File: src/rtl/gba_rom_read_ctrl_pkg.sv
// Shared types and constants for the GBA Game Pak ROM burst-read controller.
// Holds the FSM state set, the default strobe timing, the stream beat payload and the bank-end test.
package gba_rom_read_ctrl_pkg;

    localparam int unsigned ADDR_W = 24;
    localparam int unsigned DATA_W = 16;
    localparam int unsigned LEN_W  = 16;
    localparam int unsigned TMR_W  = 8;

    localparam int unsigned DEF_SETUP_CYC = 2;
    localparam int unsigned DEF_RD_CYC    = 4;
    localparam int unsigned DEF_HIGH_CYC  = 2;

    typedef enum logic [2:0] {
        ST_IDLE   = 3'd0,
        ST_ADDR   = 3'd1,
        ST_LATCH  = 3'd2,
        ST_TURN   = 3'd3,
        ST_RD     = 3'd4,
        ST_HOLD   = 3'd5,
        ST_FINISH = 3'd6
    } state_e;

    typedef struct packed {
        logic              last;
        logic [DATA_W-1:0] data;
    } rd_beat_t;

    // The cartridge only auto-increments the low 16 address bits, so crossing FFFF needs a re-latch.
    function automatic logic is_bank_end(input logic [15:0] addr_lo);
        return addr_lo == 16'hFFFF;
    endfunction

endpackage

File: src/rtl/gba_rom_read_ctrl_if.sv
// Host-side request and read-stream bundle of the ROM burst-read controller.
// master = host bridge, slave = controller.
interface gba_rom_read_ctrl_if;
    import gba_rom_read_ctrl_pkg::*;

    logic              req_valid;
    logic              req_ready;
    logic [ADDR_W-1:0] req_addr;
    logic [LEN_W-1:0]  req_len;
    logic              rd_valid;
    logic              rd_ready;
    logic [DATA_W-1:0] rd_data;
    logic              rd_last;
    logic              busy;

    modport master (
        output req_valid, req_addr, req_len, rd_ready,
        input  req_ready, rd_valid, rd_data, rd_last, busy
    );

    modport slave (
        input  req_valid, req_addr, req_len, rd_ready,
        output req_ready, rd_valid, rd_data, rd_last, busy
    );

endinterface

File: src/rtl/gba_rom_read_ctrl_wait_timer.sv
// Loadable down-counter with a zero flag; times the address setup, nRD low and nRD high dwells.
// The counter parks at zero until reloaded.
module gba_rom_read_ctrl_wait_timer
    import gba_rom_read_ctrl_pkg::*;
(
    input  logic             i_clk,
    input  logic             i_rst,
    input  logic             i_load,
    input  logic [TMR_W-1:0] i_load_val,
    output logic             o_zero_c
);

    logic [TMR_W-1:0] r_cnt;

    always_ff @(posedge i_clk) begin
        if (i_rst) begin
            r_cnt <= '0;
        end else if (i_load) begin
            r_cnt <= i_load_val;
        end else if (r_cnt != '0) begin
            r_cnt <= r_cnt - TMR_W'(1);
        end
    end

    assign o_zero_c = (r_cnt == '0);

endmodule

File: src/rtl/gba_rom_read_ctrl.sv
// Sequences Game Pak ROM burst reads over the multiplexed AD bus and streams captured halfwords.
// Every pin and stream output is a flop whose next value is decoded from the next FSM state.
module gba_rom_read_ctrl
    import gba_rom_read_ctrl_pkg::*;
#(
    parameter int unsigned SETUP_CYC = DEF_SETUP_CYC,
    parameter int unsigned RD_CYC    = DEF_RD_CYC,
    parameter int unsigned HIGH_CYC  = DEF_HIGH_CYC
) (
    input  logic                      i_clk,
    input  logic                      i_rst,
    gba_rom_read_ctrl_if.slave        bus,
    output logic                      o_cart_clk,
    output logic                      o_nwr,
    output logic                      o_ncs2,
    output logic                      o_ncs,
    output logic                      o_nrd,
    output logic                      o_add_dat_en,
    output logic [ADDR_W-1:0]         o_add_dat,
    input  logic [DATA_W-1:0]         i_data_read
);

    localparam logic [TMR_W-1:0] SETUP_LD = TMR_W'(SETUP_CYC - 1);
    localparam logic [TMR_W-1:0] RD_LD    = TMR_W'(RD_CYC - 1);
    localparam logic [TMR_W-1:0] HIGH_LD  = TMR_W'(HIGH_CYC - 1);

    state_e             r_state;
    logic [ADDR_W-1:0]  r_addr;
    logic [LEN_W-1:0]   r_remaining;
    rd_beat_t           r_beat;
    logic               r_rd_valid;
    logic               r_req_ready;
    logic               r_busy;
    logic               r_ncs;
    logic               r_nrd;
    logic               r_add_dat_en;
    logic [ADDR_W-1:0]  r_add_dat;
    logic               r_cart_clk;
    logic               r_nwr;
    logic               r_ncs2;

    state_e             w_state_nxt;
    logic [ADDR_W-1:0]  w_addr_nxt;
    logic [LEN_W-1:0]   w_remaining_nxt;
    rd_beat_t           w_beat_nxt;
    logic               w_rd_valid_nxt;
    logic               w_req_ready_nxt;
    logic               w_busy_nxt;
    logic               w_ncs_nxt;
    logic               w_nrd_nxt;
    logic               w_add_dat_en_nxt;
    logic [ADDR_W-1:0]  w_add_dat_nxt;
    logic               w_tmr_load;
    logic [TMR_W-1:0]   w_tmr_val;
    logic               w_tmr_zero;
    logic               w_beat_free;

    gba_rom_read_ctrl_wait_timer u_wait_timer (
        .i_clk      (i_clk),
        .i_rst      (i_rst),
        .i_load     (w_tmr_load),
        .i_load_val (w_tmr_val),
        .o_zero_c   (w_tmr_zero)
    );

    // The held beat is free once it is gone or being taken this cycle.
    assign w_beat_free = !r_rd_valid || bus.rd_ready;

    // Next-state, datapath and output decode.
    always_comb begin
        w_state_nxt     = r_state;
        w_addr_nxt      = r_addr;
        w_remaining_nxt = r_remaining;
        w_beat_nxt      = r_beat;
        w_rd_valid_nxt  = r_rd_valid && !bus.rd_ready;
        w_tmr_load      = 1'b0;
        w_tmr_val       = '0;

        unique case (r_state)
            ST_IDLE: begin
                if (bus.req_valid && r_req_ready) begin
                    w_addr_nxt      = bus.req_addr;
                    w_remaining_nxt = bus.req_len;
                    w_state_nxt     = ST_ADDR;
                    w_tmr_load      = 1'b1;
                    w_tmr_val       = SETUP_LD;
                end
            end
            ST_ADDR: begin
                if (w_tmr_zero) begin
                    w_state_nxt = ST_LATCH;
                end
            end
            ST_LATCH: begin
                w_state_nxt = ST_TURN;
            end
            ST_TURN: begin
                w_state_nxt = ST_RD;
                w_tmr_load  = 1'b1;
                w_tmr_val   = RD_LD;
            end
            ST_RD: begin
                if (w_tmr_zero) begin
                    w_beat_nxt.data = i_data_read;
                    w_beat_nxt.last = (r_remaining == '0);
                    w_rd_valid_nxt  = 1'b1;
                    w_state_nxt     = ST_HOLD;
                    w_tmr_load      = 1'b1;
                    w_tmr_val       = HIGH_LD;
                end
            end
            ST_HOLD: begin
                // nRD stays high here while the consumer stalls, so the cartridge address does not move.
                if (w_tmr_zero && w_beat_free) begin
                    if (r_remaining == '0) begin
                        w_state_nxt = ST_FINISH;
                    end else begin
                        w_addr_nxt      = r_addr + ADDR_W'(1);
                        w_remaining_nxt = r_remaining - LEN_W'(1);
                        w_tmr_load      = 1'b1;
                        if (is_bank_end(r_addr[15:0])) begin
                            w_state_nxt = ST_ADDR;
                            w_tmr_val   = SETUP_LD;
                        end else begin
                            w_state_nxt = ST_RD;
                            w_tmr_val   = RD_LD;
                        end
                    end
                end
            end
            ST_FINISH: begin
                w_state_nxt = ST_IDLE;
            end
            default: begin
                w_state_nxt = ST_IDLE;
            end
        endcase

        w_req_ready_nxt  = (w_state_nxt == ST_IDLE);
        w_busy_nxt       = (w_state_nxt != ST_IDLE);
        w_ncs_nxt        = !((w_state_nxt == ST_LATCH) || (w_state_nxt == ST_TURN) ||
                             (w_state_nxt == ST_RD)    || (w_state_nxt == ST_HOLD));
        w_nrd_nxt        = (w_state_nxt != ST_RD);
        w_add_dat_en_nxt = (w_state_nxt == ST_ADDR) || (w_state_nxt == ST_LATCH);
        w_add_dat_nxt    = (w_state_nxt == ST_ADDR) ? w_addr_nxt : r_add_dat;
    end

    // State and registered outputs; reset releases the bus and deasserts every strobe.
    always_ff @(posedge i_clk) begin
        if (i_rst) begin
            r_state      <= ST_IDLE;
            r_addr       <= '0;
            r_remaining  <= '0;
            r_beat       <= '0;
            r_rd_valid   <= 1'b0;
            r_req_ready  <= 1'b0;
            r_busy       <= 1'b0;
            r_ncs        <= 1'b1;
            r_nrd        <= 1'b1;
            r_add_dat_en <= 1'b0;
            r_add_dat    <= '0;
            r_cart_clk   <= 1'b0;
            r_nwr        <= 1'b1;
            r_ncs2       <= 1'b1;
        end else begin
            r_state      <= w_state_nxt;
            r_addr       <= w_addr_nxt;
            r_remaining  <= w_remaining_nxt;
            r_beat       <= w_beat_nxt;
            r_rd_valid   <= w_rd_valid_nxt;
            r_req_ready  <= w_req_ready_nxt;
            r_busy       <= w_busy_nxt;
            r_ncs        <= w_ncs_nxt;
            r_nrd        <= w_nrd_nxt;
            r_add_dat_en <= w_add_dat_en_nxt;
            r_add_dat    <= w_add_dat_nxt;
            r_cart_clk   <= 1'b0;
            r_nwr        <= 1'b1;
            r_ncs2       <= 1'b1;
        end
    end

    assign bus.req_ready = r_req_ready;
    assign bus.rd_valid  = r_rd_valid;
    assign bus.rd_data   = r_beat.data;
    assign bus.rd_last   = r_beat.last;
    assign bus.busy      = r_busy;

    assign o_cart_clk    = r_cart_clk;
    assign o_nwr         = r_nwr;
    assign o_ncs2        = r_ncs2;
    assign o_ncs         = r_ncs;
    assign o_nrd         = r_nrd;
    assign o_add_dat_en  = r_add_dat_en;
    assign o_add_dat     = r_add_dat;

endmodule
File: src/flat_wrapper.sv
// flat-port wrapper written by rule: the top's interface ports become plain ports
module gba_rom_read_ctrl_flat import gba_rom_read_ctrl_pkg::*;
#(
    parameter int unsigned SETUP_CYC = DEF_SETUP_CYC,
    parameter int unsigned RD_CYC    = DEF_RD_CYC,
    parameter int unsigned HIGH_CYC  = DEF_HIGH_CYC
)
  (i_clk, i_rst, o_cart_clk, o_nwr, o_ncs2, o_ncs, o_nrd, o_add_dat_en, o_add_dat, i_data_read, bus_req_valid, bus_req_addr, bus_req_len, bus_rd_ready, bus_req_ready, bus_rd_valid, bus_rd_data, bus_rd_last, bus_busy);
  gba_rom_read_ctrl_if bus_i ();
  input  logic i_clk;
  input  logic i_rst;
  output logic o_cart_clk;
  output logic o_nwr;
  output logic o_ncs2;
  output logic o_ncs;
  output logic o_nrd;
  output logic o_add_dat_en;
  output logic [ADDR_W-1:0] o_add_dat;
  input  logic [DATA_W-1:0] i_data_read;
  input wire logic [$bits(bus_i.req_valid)-1:0] bus_req_valid;
  input wire logic [$bits(bus_i.req_addr)-1:0] bus_req_addr;
  input wire logic [$bits(bus_i.req_len)-1:0] bus_req_len;
  input wire logic [$bits(bus_i.rd_ready)-1:0] bus_rd_ready;
  output wire logic [$bits(bus_i.req_ready)-1:0] bus_req_ready;
  output wire logic [$bits(bus_i.rd_valid)-1:0] bus_rd_valid;
  output wire logic [$bits(bus_i.rd_data)-1:0] bus_rd_data;
  output wire logic [$bits(bus_i.rd_last)-1:0] bus_rd_last;
  output wire logic [$bits(bus_i.busy)-1:0] bus_busy;
  assign bus_i.req_valid = bus_req_valid;
  assign bus_i.req_addr = bus_req_addr;
  assign bus_i.req_len = bus_req_len;
  assign bus_i.rd_ready = bus_rd_ready;
  assign bus_req_ready = bus_i.req_ready;
  assign bus_rd_valid = bus_i.rd_valid;
  assign bus_rd_data = bus_i.rd_data;
  assign bus_rd_last = bus_i.rd_last;
  assign bus_busy = bus_i.busy;
  gba_rom_read_ctrl #(.SETUP_CYC(SETUP_CYC), .RD_CYC(RD_CYC), .HIGH_CYC(HIGH_CYC)) u_core (.i_clk(i_clk), .i_rst(i_rst), .bus(bus_i), .o_cart_clk(o_cart_clk), .o_nwr(o_nwr), .o_ncs2(o_ncs2), .o_ncs(o_ncs), .o_nrd(o_nrd), .o_add_dat_en(o_add_dat_en), .o_add_dat(o_add_dat), .i_data_read(i_data_read));
endmodule
File: config.mk
export PLATFORM = sky130hd
export DESIGN_NAME = gba_rom_read_ctrl_flat
export DESIGN_NICKNAME = d
export VERILOG_FILES = /design/src/rtl/gba_rom_read_ctrl_pkg.sv /design/src/rtl/gba_rom_read_ctrl_if.sv /design/src/rtl/gba_rom_read_ctrl_wait_timer.sv /design/src/rtl/gba_rom_read_ctrl.sv /design/src/flat_wrapper.sv
export SDC_FILE = /design/constraint.sdc
export NUM_CORES = 1
export LEC_CHECK = 0
export ABC_AREA = 1
export CORE_MARGIN = 5
export CORE_UTILIZATION = 42
export CTS_BUF_LIST = sky130_fd_sc_hd__clkbuf_4
export DETAILED_ROUTE_END_ITERATION = 6
export PLACE_DENSITY = 0.78
export SKIP_LAST_GASP = 1
export SYNTH_ARGS = -nofsm -noshare
export SYNTH_HDL_FRONTEND = slang
export SYNTH_SLANG_ARGS = --single-unit
File: constraint.sdc
create_clock -name i_clk -period 5.71 [get_ports i_clk]
set_clock_uncertainty 0.15 [all_clocks]
set_input_delay 1.142 -clock i_clk [delete_from_list [all_inputs] [get_ports i_clk]]
set_output_delay 1.142 -clock i_clk [all_outputs]
set_load 0.02 [all_outputs]
**After elaboration in Yosys (flattened, before gate mapping)**

Cells that the tools add are included.

- Memory bits (read-only): 0
- Register bits after elaboration: 98
- Memories kept: 0
- Bits in latches: 0
- Input bits: 60
- RAM bits: 0
- Output and inout port bits: 50

- Eq/ne operators: 15
- Divide/modulo/power cells: 0
- Mux-type cells: 30
- Multipliers: 0
- Shift operators: 0
- Add/sub/neg operators: 3
- Bitwise operators: 0
- Reductions and logical operators: 21
- Order comparisons: 0

Operator list:

| kind | number |
|---|---|
| $mux W24 | 3 |
| $mux W16 | 3 |
| $pmux W24 S2 | 1 |
| $mux W8 | 4 |
| $pmux W16 S2 | 1 |
| $pmux W8 S4 | 1 |
| $add A24 B1 Y24 const B | 1 |
| $mux W3 | 6 |
| $pmux W3 S6 | 1 |
| $eq A16 B16 Y1 const B | 1 |
| $logic_not A16 Y1 | 1 |
| $sub A16 B1 Y16 const B | 1 |
| $eq A3 B2 Y1 const B | 4 |
| $eq A3 B3 Y1 const B | 4 |
| $logic_not A8 Y1 | 1 |
| $mux W1 | 8 |
| $reduce_bool A8 Y1 | 1 |
| $sub A8 B1 Y8 const B | 1 |
| $eq A3 B1 Y1 const B | 2 |
| $logic_not A3 Y1 | 2 |
| $logic_or A1 B1 Y1 | 5 |
| $ne A2 B1 Y1 const B | 2 |
| $pmux W1 S4 | 1 |
| $reduce_and A4 Y1 | 1 |
| other kinds (8) | 13 |

**Depth between registers and ports, before layout**

Gate-level depths: netlist (run 1).

- Depth after elaboration: 10
- Mapped depth: 15
- Mapped depth without buffers: 14

**By module**

From an unflattened synthesis (run 1), not the netlist that was laid out.

- Cell total of the unflattened synthesis: 850
- Area, all modules: 5386.4 um2

By module, submodules not included:

| module | area an instance (um2) | instances | cells each | sequential area each (um2) |
|---|---|---|---|---|
| gba_rom_read_ctrl | 4913.5 | 1 | 780 | 1801.7 |
| gba_rom_read_ctrl_wait_timer | 473.0 | 1 | 70 | 160.2 |

**Least setup slack after synthesis (run 1)**

OpenSTA, ideal clock, no wires.

- Path type: input to register
- From: input bus_rd_ready
- To: register u_core.r_add_dat[1], in the netlist u_core.o_add_dat[1]
- Data required time: 5.447 ns
- Stages on the path: 13
- Slack: 3.104 ns
- Arrival time: 2.343 ns
- Buffers on the path: 1
- Library setup time: 0.113 ns
- Path through: nor2_1 -> inv_1 -> nand2_2 -> inv_1 -> nand2_1 -> nand3_2 -> nand2_2 -> nand2_4 -> nor2_8 -> buf_12 -> nand2_1 -> nand2_1 -> nor2_1

- Longest elaborated chain between the ends: 5

Ends and longest elaborated chain:

| item | line | text |
|---|---|---|
| from (decl) | flat_wrapper.sv:23 | `input wire logic [$bits(bus_i.rd_ready)-1:0] bus_rd_ready;` |
| $logic_or A1 B1 Y1 * | gba_rom_read_ctrl.sv:67 | `assign w_beat_free = !r_rd_valid \|\| bus.rd_ready;` |
| $logic_and A1 B1 Y1 * | gba_rom_read_ctrl.sv:114 | `if (w_tmr_zero && w_beat_free) begin` |
| $mux W3 | gba_rom_read_ctrl.sv:114 |  |
| $pmux W3 S6 | gba_rom_read_ctrl.sv:79 | `unique case (r_state)` |
| $eq A3 B1 Y1 | gba_rom_read_ctrl.sv:145 | `w_add_dat_nxt = (w_state_nxt == ST_ADDR) ? w_addr_nxt : r_add_dat;` |
| to (signal assigned) | gba_rom_read_ctrl.sv:176 | `r_add_dat <= w_add_dat_nxt;` |
| to (decl) | gba_rom_read_ctrl.sv:37 | `logic [ADDR_W-1:0] r_add_dat;` |

Every way passes the cells marked *; elsewhere a longest branch is shown, timed or not.
A chain may end at the register's enable or synchronous reset.

**Final worst setup path (run 1)**

- From: input bus_rd_ready
- To: register u_core.r_add_dat[17], in the netlist u_core.o_add_dat[17]

Same word-level chain as after synthesis.

==> impl_metrics.env, run 1 <==
export IMPL_status="finished with violations"
export IMPL_violations="DRC"
export IMPL_gp_congestion=0.9022
export IMPL_place_area_sq_um=6630
export IMPL_drive_above_1_share=0.07618
export IMPL_die_y_um=124.6
export IMPL_slew_headroom=0.3471
export IMPL_io_pins=110
export IMPL_grt_setup_unrepaired="no"
export IMPL_placed_cells=1088
export IMPL_critical_path_cell_chain="clkdlybuf4s50_1 > nor2_1 > inv_1 > nand2_2 > inv_1 > nand2_1 > nand3_2 > nand2_2 > nand3_2 > a21oi_1 > nand2_1 > inv_1"
export IMPL_setup_viol=0
export IMPL_ys_types=47
export IMPL_p_leak_nw=2.852
export IMPL_stdcell_count=1105
export IMPL_finalCritPeriodShare=0.5954
export IMPL_finalInstanceArea_sq_um=6797
export IMPL_cpMostUsedCell="inv_1"
export IMPL_pre_cts_slack_ns=1.811
export IMPL_endpoint_kind="flip-flop"
export IMPL_cap_violations=0
export IMPL_syn2layout_area_growth_pct=23.20
export IMPL_cts_root_buf="clkbuf_4"
export IMPL_dr_pass1_iters=7
export IMPL_vias_per_cell=5.004
export IMPL_ctsHtreeMaxLevel=3
export IMPL_post_cts_buffers=0
export IMPL_synth_area_sq_um=5517
export IMPL_synth_largest_area_cell="dfxtp_1"
export IMPL_critPathLaunch="bus_rd_ready"
export IMPL_synth_cells=837
export IMPL_wl_per_cell_um=13.70
export IMPL_powerDensity_nw_per_um2=442.3
export IMPL_yosysSeqAreaShare=0.3556
export IMPL_grt_pass1_vias=5187
export IMPL_via_count=5529
export IMPL_seq_power_share=0.316
export IMPL_synthTopCellsByArea="dfxtp_1 36%, nand2_1 14%, nor2_1 8.8%, o21ai_0 5.9%, inv_1 5.7%"
export IMPL_cp_top_family="simple AND/OR/NAND/NOR gates"
export IMPL_yosys_register_bits=98
export IMPL_crit_arrival_ns=3.66
export IMPL_yosys_warnings=0
export IMPL_p_comb_frac=0.542
export IMPL_setup_slack_ns=2.310
export IMPL_period_needed_ns=3.400
export IMPL_drt_iter0_drc=390
export IMPL_regToRegSetupSlack_ns=2.69
export IMPL_critPathMaxFanout=23
export IMPL_seqCellArea_sq_um=1962
export IMPL_crit_path_end="u_core.o_add_dat[17]"
export IMPL_switchingPower_mw=1.420
export IMPL_reg2reg_depth=9
export IMPL_cp_required_ns=5.97
export IMPL_wirelength_um=15140
export IMPL_worst_hold_path_type="reg2reg"
export IMPL_worstMarginPinSlew_ns=0.9783
export IMPL_grt_antenna_before_repair=0
export IMPL_numCtsBuffers=9
export IMPL_gr_total_overflow=0
export IMPL_grt_usage=0.1907
export IMPL_num_rows=41
export IMPL_ctsHoldBuffers=0
export IMPL_ir_drop_mv=0.2175
export IMPL_clk_path_buf_depth=2
export IMPL_nNetsFinal=990
export IMPL_start_util=0.4319
export IMPL_coreArea_sq_um=12770
export IMPL_reg2reg_from="u_core.r_state[2]"
export IMPL_clk_pin_slew_worst_paths_ns=0.16
export IMPL_slowest_delay_ns=0.46
export IMPL_grt_pass1_wl_um=24810
export IMPL_r2r_end="u_core.u_wait_timer.r_cnt[7]"
export IMPL_portBuffers=106
export IMPL_cts_tree="yes"
export IMPL_synth_edff_count=0
export IMPL_power_total_mw=3.006
export IMPL_multiInputGateArea_sq_um=3027
export IMPL_clkLatencyLatePin_ns=0.47
export IMPL_finalHoldViolCount=0
export IMPL_switching_share=0.4725
export IMPL_clock_sinks=98
export IMPL_fill_cells=1274
export IMPL_postRouteAntennaNets=0
export IMPL_async_flop_share=0
export IMPL_hpwlAfterDp_um=10980
export IMPL_setup_tns_final_ns=0
export IMPL_synth_top_area_frac=0.3556
export IMPL_critical_path_cell_count=12
export IMPL_path_buf_inv=4
export IMPL_cts_resized=0
export IMPL_dieArea_sq_um=15530
export IMPL_fp_dieW_um=124.6
export IMPL_clockPowerShare=0.142
export IMPL_grt_max_degree=54
export IMPL_critPathLaunchType="input pin"
export IMPL_synthFlopType="dfxtp_1"
export IMPL_p_int_mw=1.586
export IMPL_crit_type="in2reg"
export IMPL_maxSlewViolCount=0
export IMPL_critical_path_slowest_cell="nand3_2"
export IMPL_drc=2
export IMPL_synth_avg_cell_area_sq_um=6.591
export IMPL_max_freq_mhz=294.1
layout by cell type, fill, tap and decap left out, types with 3 or more instances in the layout:
cell type        instances
nand2_1                205
nor2_1                 130
clkdlybuf4s50_1        105
dfxtp_1                 98
inv_1                   84
o21ai_0                 65
a21oi_1                 52
nand3_1                 45
xor2_1                  14
nand2_2                 12
o21ai_1                 12
clkbuf_4                10
nor3_1                   7
nand4_1                  7
nor2_4                   6
nor2_2                   6
a21oi_2                  6
o211ai_1                 6
nand2_4                  5
inv_2                    5
xnor2_1                  5
a22oi_1                  4
nand3b_1                 4
clkinv_1                 3
a31oi_1                  3
ha_1                     3
conb_1                   3
buf_4                    3
per-stage QoR:
stage	hold WS, ns	utilization
global route	0.3619	0.5319
CTS	0.3467	0.5319
detailed placement	0.3219	0.5191
floorplan	0.3026	-
finish	0.3428	0.5321
global placement	0.3126	0.5191
state kept, by name, summed over array words and instances (netlist names), 3 cells and up:
signal / cells
u_core.r_remaining: 16
u_core.r_state: 3
u_core.bus.rd_data: 16
u_core.o_add_dat: 24
u_core.u_wait_timer.r_cnt: 8
u_core.r_addr: 24
power by group through the flow:
stage / Combinational, mW / Sequential [mW] / Clock [mW]
after floorplan: 1.20 / 1.01 / 0
after global placement: 1.59 / 0.961 / 0
after detailed placement: 1.62 / 0.961 / 0
after CTS: 1.62 / 0.947 / 0.439
after global routing: 1.82 / 0.968 / 0.462
final: 1.63 / 0.949 / 0.427
per-layer routing:
layer	part of all wire	GRT usage	routed length (um)	vias to the layer above
li1	-	-	-	2852
met1	0.44	0.2380	6595	2491
met4	0.020	0.06190	306	0
met5	0	0	0	-
met2	0.49	0.3276	7353	162
met3	0.059	0.03988	886	24
worst min-delay path by stage:
stage                           from               endpoint  slack [ns]  cells past startpoint
2_1_floorplan  u_core.r_remaining[1]  u_core.r_remaining[1]        0.30                      2
3_3_place_gp   u_core.bus.rd_data[0]  u_core.bus.rd_data[0]        0.31                      2
3_5_place_dp   u_core.bus.rd_data[0]  u_core.bus.rd_data[0]        0.32                      2
4_1_cts          u_core.o_add_dat[8]    u_core.o_add_dat[8]        0.35                      2
5_1_grt         u_core.o_add_dat[23]   u_core.o_add_dat[23]        0.36                      2
6_report         u_core.o_add_dat[8]    u_core.o_add_dat[8]        0.34                      2
final cells by class:
type / instances / share of cell area
clock buffer: 10 / 0.01105
clock inverter: 6 / 0.01307
sequential: 98 / 0.2887
timing repair buffer: 109 / 0.1587
inverter: 92 / 0.05118
antenna: 1 / 0.0003682
multi-input combinational: 617 / 0.4453
tap: 172 / 0.03166
synthesized netlist by cell type (2+ instances only):
library cell and n:
conb_1 2, nand3_4 2, inv_1 84, ha_1 3, nand2_2 12, nand3b_1 4
nor2_2 6, dfxtp_1 98, clkbuf_1 17, a31oi_1 3, nand2_1 205, a211oi_1 2
o21ai_0 65, nor3_1 7, nor2_4 6, xnor2_1 5, inv_2 5, nand3_1 45
nand3_2 2, a21oi_2 6, o211ai_1 6, o21ai_1 12, nand2_4 5, buf_4 3
nor2_1 130, clkinv_1 2, nand4_1 7, buf_6 3, xor2_1 14, a21oi_1 52
a22oi_1 4, buf_2 5
worst register-to-register path, cell delays in order, from the launching register on:
cell,delay (ns)
dfxtp_1,0.45
nand2_1,0.13
nor2_2,0.75
inv_1,0.63
nor2_4,0.31
inv_2,0.10
nand2_1,0.10
nor2_2,0.07
nand2_1,0.17
nor2_1,0.07
logic make-up (layout without fill, tap and decap cells):
family,count (synthesis),after routing,share of synthesized area
xor gates and xnor gates,19,19,0.03017
and+or+nand+nor,437,437,0.3543
adders and majority gates,3,3,0.006805
buffers and inverters,123,217,0.09639
AOI/OAI and AO/OA,155,155,0.1554
DFF,98,98,0.3556
other,2,4,0.001361
(Power assumes the default switching activity.)
==> run 2: changes to the inputs <==
==> constraint.sdc (replaced) <==
create_clock -name i_clk -period 3.2 [get_ports i_clk]
set_clock_uncertainty 0.15 [all_clocks]
set_input_delay 0.64 -clock i_clk [delete_from_list [all_inputs] [get_ports i_clk]]
set_output_delay 0.64 -clock i_clk [all_outputs]
set_load 0.02 [all_outputs]
==> run 2 against run 1 <==
Against the previous run:
- the flow now finishes without violations
- clock-buffer cell count is the same
- critical path type is now reg2reg
- worst hold slack lost 0.00079 ns
- combinational power grew 83%
- sequential share of layout area shrank 0.17 points
- wire length shrank 0.65%
- first-iteration DRC count shrank 19%
- worst setup slack lost 1.6 ns
- largest power group unchanged
- final cell count grew 0.72%
- highest routed layer unchanged
- non-clock buffer count grew 10
- critical path depth grew 2
- global-route usage grew 0.50 points
- power grew 78%
==> impl_metrics.env, run 2 (synthesized netlist as in run 1, its figures left out) <==
export IMPL_status="finished clean"
export IMPL_reg2reg_depth=14
export IMPL_p_leak_nw=2.890
export IMPL_max_freq_mhz=394.2
export IMPL_drt_iter0_drc=317
export IMPL_ir_drop_mv=0.3213
export IMPL_setup_slack_ns=0.6630
export IMPL_wl_per_cell_um=13.51
export IMPL_wirelength_um=15040
export IMPL_dieArea_sq_um=15530
export IMPL_path_buf_inv=2
export IMPL_drive_above_1_share=0.08502
export IMPL_ctsHtreeMaxLevel=3
export IMPL_numCtsBuffers=9
export IMPL_portBuffers=106
export IMPL_cap_violations=0
export IMPL_pre_cts_slack_ns=0.2095
export IMPL_setup_viol=0
export IMPL_clock_sinks=98
export IMPL_hold_depth=2
export IMPL_mostFrequentLayoutCells="205 x nand2_1, 130 x nor2_1, 105 x clkdlybuf4s50_1"
export IMPL_nNetsFinal=1000
export IMPL_cp_required_ns=3.43
export IMPL_powerDensity_nw_per_um2=781.4
export IMPL_slowest_delay_ns=0.40
export IMPL_reg2reg_from="u_core.r_remaining[0]"
export IMPL_endpoint_kind="flip-flop"
export IMPL_critPathLaunchType="flip-flop"
export IMPL_die_y_um=124.6
export IMPL_period_needed_ns=2.537
export IMPL_placed_cells=1098
export IMPL_cpMostUsedCell="nand2_1"
export IMPL_seqCellArea_sq_um=1962
export IMPL_grt_max_degree=39
export IMPL_grt_usage=0.1957
export IMPL_critical_path_slowest_cell="dfxtp_1"
export IMPL_multiInputGateArea_sq_um=3027
export IMPL_dr_pass1_iters=4
export IMPL_r2r_end="u_core.o_add_dat[19]"
export IMPL_postRouteAntennaNets=0
export IMPL_grt_setup_unrepaired="no"
export IMPL_ctsHoldBuffers=0
export IMPL_worst_hold_path_type="reg2reg"
export IMPL_fill_cells=1258
export IMPL_post_cts_buffers=0
export IMPL_cp_top_family="simple AND/OR/NAND/NOR gates"
export IMPL_start_util=0.4319
export IMPL_gr_usage_met1=0.2464
export IMPL_io_pins=110
export IMPL_layout_commonest_cell="nand2_1"
export IMPL_use_met2=0.3368
export IMPL_clkLatencyLatePin_ns=0.48
export IMPL_finalHoldViolCount=0
export IMPL_critPathMaxFanout=26
export IMPL_crit_arrival_ns=2.77
export IMPL_crit_type="reg2reg"
export IMPL_grt_antenna_before_repair=0
export IMPL_worstMarginPinSlew_ns=0.5748
export IMPL_diodes=0
export IMPL_stdcell_count=1113
export IMPL_grt_met3_usage=0.03173
export IMPL_busiest_layer="met2"
export IMPL_grt_pass1_vias=5223
export IMPL_cts_resized=0
export IMPL_fp_dieW_um=124.6
export IMPL_cts_root_buf="clkbuf_4"
export IMPL_maxSlewViolCount=0
export IMPL_finalCritPeriodShare=0.7928
export IMPL_drc=0
export IMPL_regToRegSetupSlack_ns=0.66
export IMPL_clk_pin_slew_worst_paths_ns=0.15
export IMPL_cts_tree="yes"
export IMPL_gp_congestion=0.9246
export IMPL_syn2layout_area_growth_pct=23.93
export IMPL_critical_path_cell_chain="inv_1 > ha_1 > nand3_1 > nor2_1 > nand2_2 > nand2_1 > nand2_1 > nand3_2 > nand2_2 > nand2_4 > nor2_8 > nand3_1 > nand2_1 > inv_1"
export IMPL_num_rows=41
export IMPL_via_count=5463
export IMPL_grt_pass1_wl_um=25430
export IMPL_fin_util=0.5352
export IMPL_slew_headroom=0.6164
export IMPL_setup_tns_final_ns=0
export IMPL_holdPathEnd="u_core.o_add_dat[12]"
export IMPL_coreArea_sq_um=12770
export IMPL_holdCritStartpoint="u_core.o_add_dat[12]"
export IMPL_critPathLaunch="u_core.r_remaining[0]"
export IMPL_clk_path_buf_depth=2
export IMPL_hpwlAfterDp_um=11240
export IMPL_gr_total_overflow=0
export IMPL_vias_per_cell=4.908
==> run 2: cell types whose count changed in the layout (fill, tap and decap cells not counted), sizes merged <==
cell,previous run,this run
inv,91,90
buf,4,14
bufinv,2,1
clkinvlp,1,0
clkinv,4,6
diode,1,0
==> run 2: how the worst max path moves through the flow <==
| stage | to | slack, ns | cells past startpoint |
|---|---|---|---|
| after floorplan | u_core.o_add_dat[1] | 1.10 | 13 |
| after global placement | u_core.o_add_dat[19] | 0.26 | 13 |
| after detailed placement | u_core.o_add_dat[19] | 0.21 | 13 |
| after CTS | u_core.o_add_dat[19] | 0.66 | 14 |
| after global routing | u_core.o_add_dat[10] | 0.40 | 13 |
| final | u_core.o_add_dat[19] | 0.66 | 14 |
==> run 2: area by class of cell <==
type | count | share of cell area
Timing Repair Buffer | 119 | 0.1687
Inverter | 92 | 0.05088
Sequential cell | 98 | 0.2870
Tap cell | 172 | 0.03148
Multi-Input combinational cell | 617 | 0.4427
Clock inverter | 5 | 0.008236
Clock buffer | 10 | 0.01098
==> run 2: per-stage QoR <==
step | instance area [sq um] | power [mW] | hold WS [ns]
floorplan | 5520 | 3.937 | 0.3026
global placement | 6705 | 4.623 | 0.3124
detailed placement | 6705 | 4.685 | 0.3193
CTS | 6837 | 5.362 | 0.3409
global route | 6837 | 5.824 | 0.3610
finish | 6837 | 5.342 | 0.3420
==> run 2: worst register-to-register path: cells and delay by family (launching register included) <==
family / cells / cell delay (ns)
buffers and inverters: 2 / 0.11
and+or+nand+nor: 11 / 1.57
DFF: 1 / 0.40
adders and majority gates: 1 / 0.23
==> run 2: per-layer routing <==
metal  up-vias  part of all wire
li1       2871                 -
met1      2442              0.45
met2       122              0.48
met3        28             0.046
met4         0             0.022
met5         -                 0
==> run 2: report_power, final <==
part / internal, mW / total [mW] / switching [mW] / leakage, nW
Clock: 0.242 / 0.675 / 0.433 / 0.0739
Combinational: 1.08 / 2.98 / 1.89 / 2.02
Sequential: 1.48 / 1.69 / 0.209 / 0.799
==> run 3: changes to the inputs <==
--- a/config.mk
+++ b/config.mk
@@ -10,7 +10,7 @@
 export CORE_UTILIZATION = 42
 export CTS_BUF_LIST = sky130_fd_sc_hd__clkbuf_4
 export DETAILED_ROUTE_END_ITERATION = 6
-export PLACE_DENSITY = 0.78
+export PLACE_DENSITY = 0.81
 export SKIP_LAST_GASP = 1
 export SYNTH_ARGS = -nofsm -noshare
 export SYNTH_HDL_FRONTEND = slang
==> constraint.sdc (replaced) <==
create_clock -name i_clk -period 2.3 [get_ports i_clk]
set_clock_uncertainty 0.15 [all_clocks]
set_input_delay 0.46 -clock i_clk [delete_from_list [all_inputs] [get_ports i_clk]]
set_output_delay 0.46 -clock i_clk [all_outputs]
set_load 0.02 [all_outputs]
==> run 3 against run 2 <==
Against the previous run:
- register-to-register slack got worse by 0.51 ns
- non-clock buffer count grew 40
- critical path type unchanged
- wire length up 2.1%
- critical path depth is 3 lower
- fmax grew 18%
- clock power grew 45%
- final cell count increased by 3.7%
- worst setup slack worse by 0.51 ns
- via count up 2.8%
==> impl_metrics.env, run 3 (synthesized netlist as in run 1, its figures left out) <==
export IMPL_status="finished clean"
export IMPL_io_pins=110
export IMPL_top_layer_used="met4"
export IMPL_wl_per_cell_um=13.31
export IMPL_path_buf_inv=3
export IMPL_crit_arrival_ns=2.42
export IMPL_p_leak_nw=3.114
export IMPL_dr_pass1_iters=6
export IMPL_gp_congestion=0.9134
export IMPL_route_met2_wl_um=7523
export IMPL_ir_drop_mv=0.4702
export IMPL_finalHoldViolCount=0
export IMPL_stdcell_count=1154
export IMPL_grt_max_degree=38
export IMPL_num_rows=41
export IMPL_dieArea_sq_um=15530
export IMPL_layout_commonest_cell="nand2_1"
export IMPL_slew_headroom=0.6579
export IMPL_syn2layout_area_growth_pct=31.66
export IMPL_die_y_um=124.6
export IMPL_fp_dieW_um=124.6
export IMPL_coreArea_sq_um=12770
export IMPL_grt_pass1_vias=5351
export IMPL_critical_path_slowest_cell="dfxtp_1"
export IMPL_critical_path_cell_chain="nand2_1 > inv_1 > nand3_1 > nor2_1 > nand4_2 > a21oi_2 > nand3_2 > buf_4 > a21oi_1 > nand2_1 > inv_1"
export IMPL_drt_iter0_drc=456
export IMPL_worst_hold_path_type="in2reg"
export IMPL_placed_cells=1135
export IMPL_hold_depth=2
export IMPL_power_total_mw=8.069
export IMPL_clk_pin_slew_worst_paths_ns=0.16
export IMPL_max_freq_mhz=465.0
export IMPL_nNetsFinal=1040
export IMPL_regToRegSetupSlack_ns=0.15
export IMPL_r2r_end="u_core.o_add_dat[19]"
export IMPL_clock_sinks=98
export IMPL_diodes=0
export IMPL_hpwlAfterDp_um=11680
export IMPL_drc=0
export IMPL_via_count=5615
export IMPL_grt_usage=0.1959
export IMPL_cp_top_family="simple AND/OR/NAND/NOR gates"
export IMPL_mostFrequentLayoutCells="204 x nand2_1, 129 x nor2_1, 105 x clkdlybuf4s50_1"
export IMPL_wl_met1_um=6677
export IMPL_ctsHtreeMaxLevel=3
export IMPL_slowest_delay_ns=0.46
export IMPL_gr_total_overflow=0
export IMPL_period_needed_ns=2.150
export IMPL_critPathMaxFanout=5
export IMPL_vias_per_cell=4.866
export IMPL_setup_viol=0
export IMPL_seq_power_share=0.292
export IMPL_numCtsBuffers=9
export IMPL_critPathLaunchType="flip-flop"
export IMPL_finalCritPeriodShare=0.9349
export IMPL_cap_violations=0
export IMPL_holdPathEnd="u_core.r_remaining[10]"
export IMPL_worstMarginPinSlew_ns=0.5092
export IMPL_wirelength_um=15360
export IMPL_switching_share=0.4561
export IMPL_p_comb_frac=0.587
export IMPL_reg2reg_from="u_core.r_addr[11]"
export IMPL_wl_met3_um=960
export IMPL_crit_type="reg2reg"
export IMPL_grt_setup_unrepaired="yes"
export IMPL_endpoint_kind="flip-flop"
export IMPL_cts_root_buf="clkbuf_4"
export IMPL_start_util=0.4319
export IMPL_clockPowerShare=0.121
export IMPL_grt_antenna_before_repair=0
export IMPL_grt_pass1_wl_um=25450
export IMPL_clk_path_buf_depth=2
export IMPL_switchingPower_mw=3.680
export IMPL_holdCritStartpoint="i_rst"
export IMPL_reg2reg_depth=11
export IMPL_ctsHoldBuffers=0
export IMPL_powerDensity_nw_per_um2=1111
export IMPL_p_int_mw=4.389
export IMPL_postRouteAntennaNets=0
export IMPL_cts_tree="yes"
export IMPL_clkLatencyLatePin_ns=0.48
export IMPL_drive_above_1_share=0.1324
export IMPL_maxSlewViolCount=0
export IMPL_portBuffers=106
export IMPL_cp_required_ns=2.57
run 3: cell count changes in the layout (fill, tap and decap cells not counted), moves of 2 or more:
cell     delta
dfxtp_1     -2
buf_4      +34
ha_2        +2
buf_12      +6
ha_1        -2
inv_6       +3
run 3: repair_timing:
item / CTS / global route
resized for setup: 0 / 11
setup endpoints to repair: 0 / 39
setup buffers: 0 / 3
run 3: power groups by stage:
stage | Sequential [mW] | Combinational, mW | Clock [mW]
after floorplan | 2.50 | 2.98 | 0
after global placement | 2.38 | 4.54 | 0
after detailed placement | 2.38 | 4.63 | 0
after CTS | 2.35 | 4.64 | 1.02
after global routing | 2.40 | 5.27 | 1.07
final | 2.35 | 4.73 | 0.980
run 3: worst max-delay path by stage:
stage,startpoint,to,slack (ns),depth (start not counted)
final,u_core.r_addr[11],u_core.o_add_dat[19],0.15,11
after global routing,u_core.u_wait_timer.r_cnt[0],u_core.o_add_dat[23],-0.01,13
after CTS,u_core.u_wait_timer.r_cnt[0],u_core.o_add_dat[3],0.009,11
after detailed placement,bus_rd_ready,u_core.o_add_dat[3],-0.26,10
after global placement,bus_rd_ready,u_core.o_add_dat[18],-0.18,12
after floorplan,u_core.r_remaining[0],u_core.o_add_dat[1],0.29,15
run 3: metrics by stage:
step                utilization  setup TNS, ns  instance area [sq um]  worst slack (ns)  hold slack, ns
CTS                      0.5642              0                   7207          0.008967         0.07700
global placement         0.5526         -5.562                   7058           -0.1787          0.3116
finish                   0.5686              0                   7263            0.1497          0.1032
detailed placement       0.5526         -6.935                   7058           -0.2627          0.3206
floorplan                     -              0                   5520            0.2880          0.3026
global route             0.5686       -0.03473                   7263          -0.01431         0.07451
run 3: routing by layer:
metal | vias to the layer above | global-route usage
met2 | 157 | 0.3426
met5 | - | 0
met1 | 2486 | 0.2430
met4 | 0 | 0.04513
li1 | 2956 | -
met3 | 16 | 0.04760
run 3: layout make-up:
cell class | count | area, sq um
clock buffer | 10 | 75.07
clock inverter | 6 | 73.82
fill | 1249 | 5510
inverter | 92 | 347.8
multi-input combinational | 617 | 3055
sequential | 98 | 1967
tap | 172 | 215.2
timing repair buffer | 159 | 1529
run 3: worst reg2reg max path, stage by stage (launching register included):
cell	delay [ns]
dfxtp_1	0.46
nand2_1	0.10
inv_1	0.13
nand3_1	0.08
nor2_1	0.22
nand4_2	0.17
a21oi_2	0.24
nand3_2	0.16
buf_4	0.19
a21oi_1	0.12
nand2_1	0.06
inv_1	0.04
